==> config.mk <==
export PLATFORM = sky130hd
export DESIGN_NAME = inst_fetch_responder
export DESIGN_NICKNAME = d
export VERILOG_FILES = /design/src/rtl/inst_fetch_responder.sv
export SDC_FILE = /design/constraint.sdc
export NUM_CORES = 1
export LEC_CHECK = 0
export ABC_AREA = 1
export CORE_MARGIN = 2
export CORE_UTILIZATION = 38
export CTS_CLUSTER_DIAMETER = 80
export CTS_CLUSTER_SIZE = 40
export DETAILED_ROUTE_END_ITERATION = 10
export PLACE_DENSITY = 0.78
export SKIP_LAST_GASP = 1
export SYNTH_ARGS = -nofsm -noshare
export SYNTH_HDL_FRONTEND = slang
export SYNTH_SLANG_ARGS = --single-unit
==> constraint.sdc <==
create_clock -name clk -period 2.82 [get_ports clk]
set_input_delay 0.564 -clock clk [delete_from_list [all_inputs] [get_ports clk]]
set_output_delay 0.564 -clock clk [all_outputs]
set_load 0.05 [all_outputs]
==> src/rtl/inst_fetch_responder.sv <==
// inst_fetch_responder: memory-side responder for instruction fetch.
// Accepts word fetches with an addr_ok handshake and issues them as AR/R
// memory reads. Every accepted fetch returns one in-order data_ok pulse.
// Optional one-entry hit buffer enabled by defining INST_FETCH_HIT_BUF_EN.
module inst_fetch_responder #(
    parameter int MAX_OUTSTANDING = 2
) (
    input  logic        clk,
    input  logic        reset,
    input  logic        icache_req,
    input  logic [31:0] icache_addr,
    output logic        icache_addr_ok,
    output logic        icache_data_ok,
    output logic [31:0] icache_rdata,
    input  logic        icache_inv,
    output logic        mem_arvalid,
    output logic [31:0] mem_araddr,
    input  logic        mem_arready,
    input  logic        mem_rvalid,
    input  logic [31:0] mem_rdata,
    output logic        mem_rready
);

    localparam int CW = $clog2(MAX_OUTSTANDING + 1);
    localparam logic [CW-1:0] MAX_CNT = CW'(MAX_OUTSTANDING);

    typedef enum logic {
        AR_IDLE,
        AR_BUSY
    } ar_state_t;

    ar_state_t   state;
    logic [CW-1:0] cnt;
    logic        mem_accept;
    logic        hit;
    logic        rsp;
    logic [31:0] buf_word;

    assign mem_rready = 1'b1;

    // A read response with nothing outstanding is a protocol error and is dropped.
    assign rsp = mem_rvalid && (cnt != '0);

`ifdef INST_FETCH_HIT_BUF_EN
    localparam int PW = (MAX_OUTSTANDING > 1) ? $clog2(MAX_OUTSTANDING) : 1;
    localparam logic [PW-1:0] PTR_LAST = PW'(MAX_OUTSTANDING - 1);

    logic [31:2] fifo_mem [MAX_OUTSTANDING];
    logic [PW-1:0] wr_ptr;
    logic [PW-1:0] rd_ptr;
    logic        buf_valid;
    logic [31:2] buf_addr;
    logic [31:0] buf_data;
    logic        unused_bits;

    assign unused_bits = &{1'b0, icache_addr[1:0]};

    // Hit only when the memory path is fully quiet so ordering is trivially kept.
    always_comb begin
        hit = icache_req && buf_valid && (icache_addr[31:2] == buf_addr) &&
              (cnt == '0) && (state == AR_IDLE) && !mem_rvalid && !icache_inv;
    end

    assign buf_word = buf_data;

    // Address FIFO storage: word address pushed on each memory-path accept.
    always_ff @(posedge clk) begin
        if (mem_accept) begin
            fifo_mem[wr_ptr] <= icache_addr[31:2];
        end
    end

    // FIFO pointers and hit buffer capture of each returning response.
    always_ff @(posedge clk or posedge reset) begin
        if (reset) begin
            wr_ptr    <= '0;
            rd_ptr    <= '0;
            buf_valid <= 1'b0;
            buf_addr  <= '0;
            buf_data  <= '0;
        end else begin
            if (mem_accept) begin
                wr_ptr <= (wr_ptr == PTR_LAST) ? '0 : wr_ptr + PW'(1);
            end
            if (rsp) begin
                rd_ptr    <= (rd_ptr == PTR_LAST) ? '0 : rd_ptr + PW'(1);
                buf_addr  <= fifo_mem[rd_ptr];
                buf_data  <= mem_rdata;
                buf_valid <= !icache_inv;
            end else if (icache_inv) begin
                buf_valid <= 1'b0;
            end
        end
    end
`else
    logic unused_bits;

    assign unused_bits = &{1'b0, icache_addr[1:0], icache_inv};
    assign hit         = 1'b0;
    assign buf_word    = '0;
`endif

    // Request acceptance: buffer hit or a free memory-path slot.
    always_comb begin
        mem_accept     = icache_req && (state == AR_IDLE) && (cnt < MAX_CNT) && !hit;
        icache_addr_ok = mem_accept || hit;
    end

    // AR channel state machine with registered arvalid/araddr.
    always_ff @(posedge clk or posedge reset) begin
        if (reset) begin
            state       <= AR_IDLE;
            mem_arvalid <= 1'b0;
            mem_araddr  <= '0;
        end else begin
            case (state)
                AR_IDLE: begin
                    if (mem_accept) begin
                        mem_araddr  <= icache_addr & 32'hFFFF_FFFC;
                        mem_arvalid <= 1'b1;
                        state       <= AR_BUSY;
                    end
                end
                AR_BUSY: begin
                    if (mem_arready) begin
                        mem_arvalid <= 1'b0;
                        state       <= AR_IDLE;
                    end
                end
                default: begin
                    mem_arvalid <= 1'b0;
                    state       <= AR_IDLE;
                end
            endcase
        end
    end

    // Outstanding read counter.
    always_ff @(posedge clk or posedge reset) begin
        if (reset) begin
            cnt <= '0;
        end else if (mem_accept && !rsp) begin
            cnt <= cnt + CW'(1);
        end else if (rsp && !mem_accept) begin
            cnt <= cnt - CW'(1);
        end
    end

    // Registered response to the fetch stage.
    always_ff @(posedge clk or posedge reset) begin
        if (reset) begin
            icache_data_ok <= 1'b0;
            icache_rdata   <= '0;
        end else begin
            icache_data_ok <= rsp || hit;
            if (rsp) begin
                icache_rdata <= mem_rdata;
            end else if (hit) begin
                icache_rdata <= buf_word;
            end
        end
    end

endmodule

==> run summary <==
outcome - finished, final reports clean
overall power - 5.86 mW
critical path endpoint category - output port
fin worst setup slack - 564 ps
share of the synthesized area in the top cell type - 0.647
final wirelength - 6410 um
R2R depth - 4
leading area contributor after synthesis - dfrtp_1
register area share after synthesis - 0.647
total CTS buffers - 9
pre-CTS setup slack - 559 ps
Buf+Inv Stages, Crit Path - 3
Setup violations, final - 0
insertion delay to the later sink of the worst-skew pair - 320 ps
Post-CTS Hold Fix Bufs - 0
num ports - 138
XOR/XNOR Fraction of Synth Area - 0.00338
# fillers - 565
worst r2r src - cnt[0]$_DFFE_PP0P_
Syn Area/Cell - 8.88 um^2
Hold Vio Cnt, Final - 0
grt ovf - 0
final slew viol count - 0
WP data required - 2260 ps
Worst Path Max Fanout - 13
Worst Setup Start Kind - input port
largest family of logic cells by synthesized area - simple AND/OR/NAND/NOR gates
global-route wire length before repair - 10,500 um
Port Buffers - 131
synthesis-to-layout area growth - 60.6%
GP Congestion - 0.720
Hold Path Origin - icache_rdata[30]$_DFFE_PP0P_
Resized Gates After CTS - 0
Post-Syn Instances - 292
CTS tree - built
Leak Pwr - 2.08 nW
Hold Crit Class - reg -> reg
CP top delay family - buffers and inverters
Worst IR Drop VDD - 0.000689 V
max cap viols - 0
arrival time worst endpoint - 1690 ps
Netlist Area Pre-Place - 2590 um^2
CTS clock-pin slew for the worst setup and hold paths - 60 ps
Final ANT Viol Nets - 0
H-tree Lvls - 3
reg2reg setup slack - 840 ps
slowest library cell on the worst path - clkdlybuf4s50_1
CTS root buf - clkbuf_8
WHS Path Cells - 2
warning count from the yosys run - 0
DRC viols - 0
layout cells sized above 1 - 0.0516
most frequent cells in the layout - nand2_1, clkdlybuf4s50_1, dfrtp_1
#FFs+latches synth - 67
reg-to-reg critical path endpoint - icache_rdata[14]$_DFFE_PP0P_
crit-path max cell delay - 480 ps
vias per cell - 4.51
Via Count - 2,284
Cell Chain, Critical Path - clkdlybuf4s50_1 -> nand3_2 -> inv_1 -> buf_12
distinct cell type count after synthesis - 14
die footprint - 7500 um^2
fmax - 443 MHz
RSZ-0062 raised after global routing - false
Core Box Area - 6680 um^2
TNS Setup - 0 ps
largest net degree at the start of global routing - 68
vias in the first global route - 2,331
Cell Pwr Density - 1410 nW/um^2
Routed WL per cell - 12.7 um
Post-CTS Setup Bufs - 0
synthesized-area fraction occupied by ao, oa, aoi and oai cells - 0.00820
most common cell after layout, fill and taps aside - nand2_1
Sink Count - 67
Layout Nets - 494
Initial Util - 0.388
initial antenna violation count - 0
Simple-Gate Fraction of Synth Area - 0.288
largest cells by area after synthesis - dfrtp_1, nand2_1, buf_2
min Tclk post-route - 2260 ps
Slew headroom - 0.424
First-pass DRT Iterations - 4
dpl hpwl - 4540 um
Longest Clk Path Bufs - 2
DRT iter0 DRCs - 97
die width - 86.6 um
Fin Clk Skew - 7.62 ps
Hold Path Sink - icache_rdata[30]$_DFFE_PP0P_
Slew @ Worst Pin - 860 ps
Setup Crit Path Kind - in -> out
WP depth - 4
Core Rows - 30
GRT Overall Usage - 0.179
adder-cell share of the synthesized area - 0.00483
Final Cycle Share - 0.800
proportion of synthesized area in mux cells - 0
die height - 86.6 um
Ant. Diodes - 0
==> kinds of logic after synthesis <==
| family | count (synthesis) |
|---|---|
| simple gates | 196 |
| flops | 67 |
| buf+inv | 23 |
| compound gates | 2 |
| other cells | 2 |
| xor+xnor | 1 |
| fa+ha+maj | 1 |
==> worst reg2reg max path: stages, from the launching register on <==
cell and delay (ps):
dfrtp_1 440, o21ai_4 710, inv_2 480, nand2_1 180, nand2_1 60
==> metal layers <==
layer / vias to the layer above / part of all wire / track usage
met5: - / 0 / 0
met4: 0 / 0.012 / 0.0639
met3: 9 / 0.078 / 0.0562
met2: 93 / 0.48 / 0.303
met1: 1053 / 0.43 / 0.214
li1: 1129 / - / -
==> how the worst max path moves through the flow <==
stage	from	end	slack, ps
after global placement	icache_req	icache_addr_ok	580
after CTS	icache_req	icache_addr_ok	550
final	icache_req	icache_addr_ok	560
after global routing	icache_req	icache_addr_ok	520
after floorplan	reset	cnt[0]$_DFFE_PP0P_	570
after detailed placement	icache_req	icache_addr_ok	560
==> final cells by class <==
class                           count  area (um^2)  share of cell area
Sequential cell                    67         1680               0.403
Timing Repair Buffer              134         1360               0.326
Multi-Input combinational cell    203          800               0.192
Clock buffer                       12          165              0.0397
Tap cell                           80          100              0.0240
Clock inverter                      2         35.0             0.00842
Inverter                            8         30.0             0.00721
==> Yosys cell counts <==
library cell    n
nand2_1       193
inv_2           1
buf_4           6
nand3_1         1
nand3_2         1
o21ai_0         1
conb_1          2
ha_1            1
nand4_1         1
dfrtp_1        67
xnor2_1         1
inv_1           7
buf_2           9
o21ai_4         1
==> sequential cells by signal, summed over array words and instances (netlist names) <==
signal	count
icache_rdata	32
cnt	2
state	1
mem_arvalid	1
mem_araddr	30
icache_data_ok	1
==> report_power, final <==
group | switching, mW | internal [mW]
clock | 0.326 | 0.470
sequential | 0.257 | 1.43
combinational | 2.31 | 1.08
total | 2.89 | 2.97
==> metrics by stage <==
step | std cells | util | instance area (um^2) | hold WS, ps
after floorplan | 293 | - | 2600 | 489
after global placement | 492 | 0.593 | 3960 | 462
after detailed placement | 492 | 0.593 | 3960 | 464
after CTS | 506 | 0.623 | 4160 | 483
after global routing | 506 | 0.623 | 4160 | 506
final | 506 | 0.623 | 4160 | 480
Power figures use the tool's default switching activity.
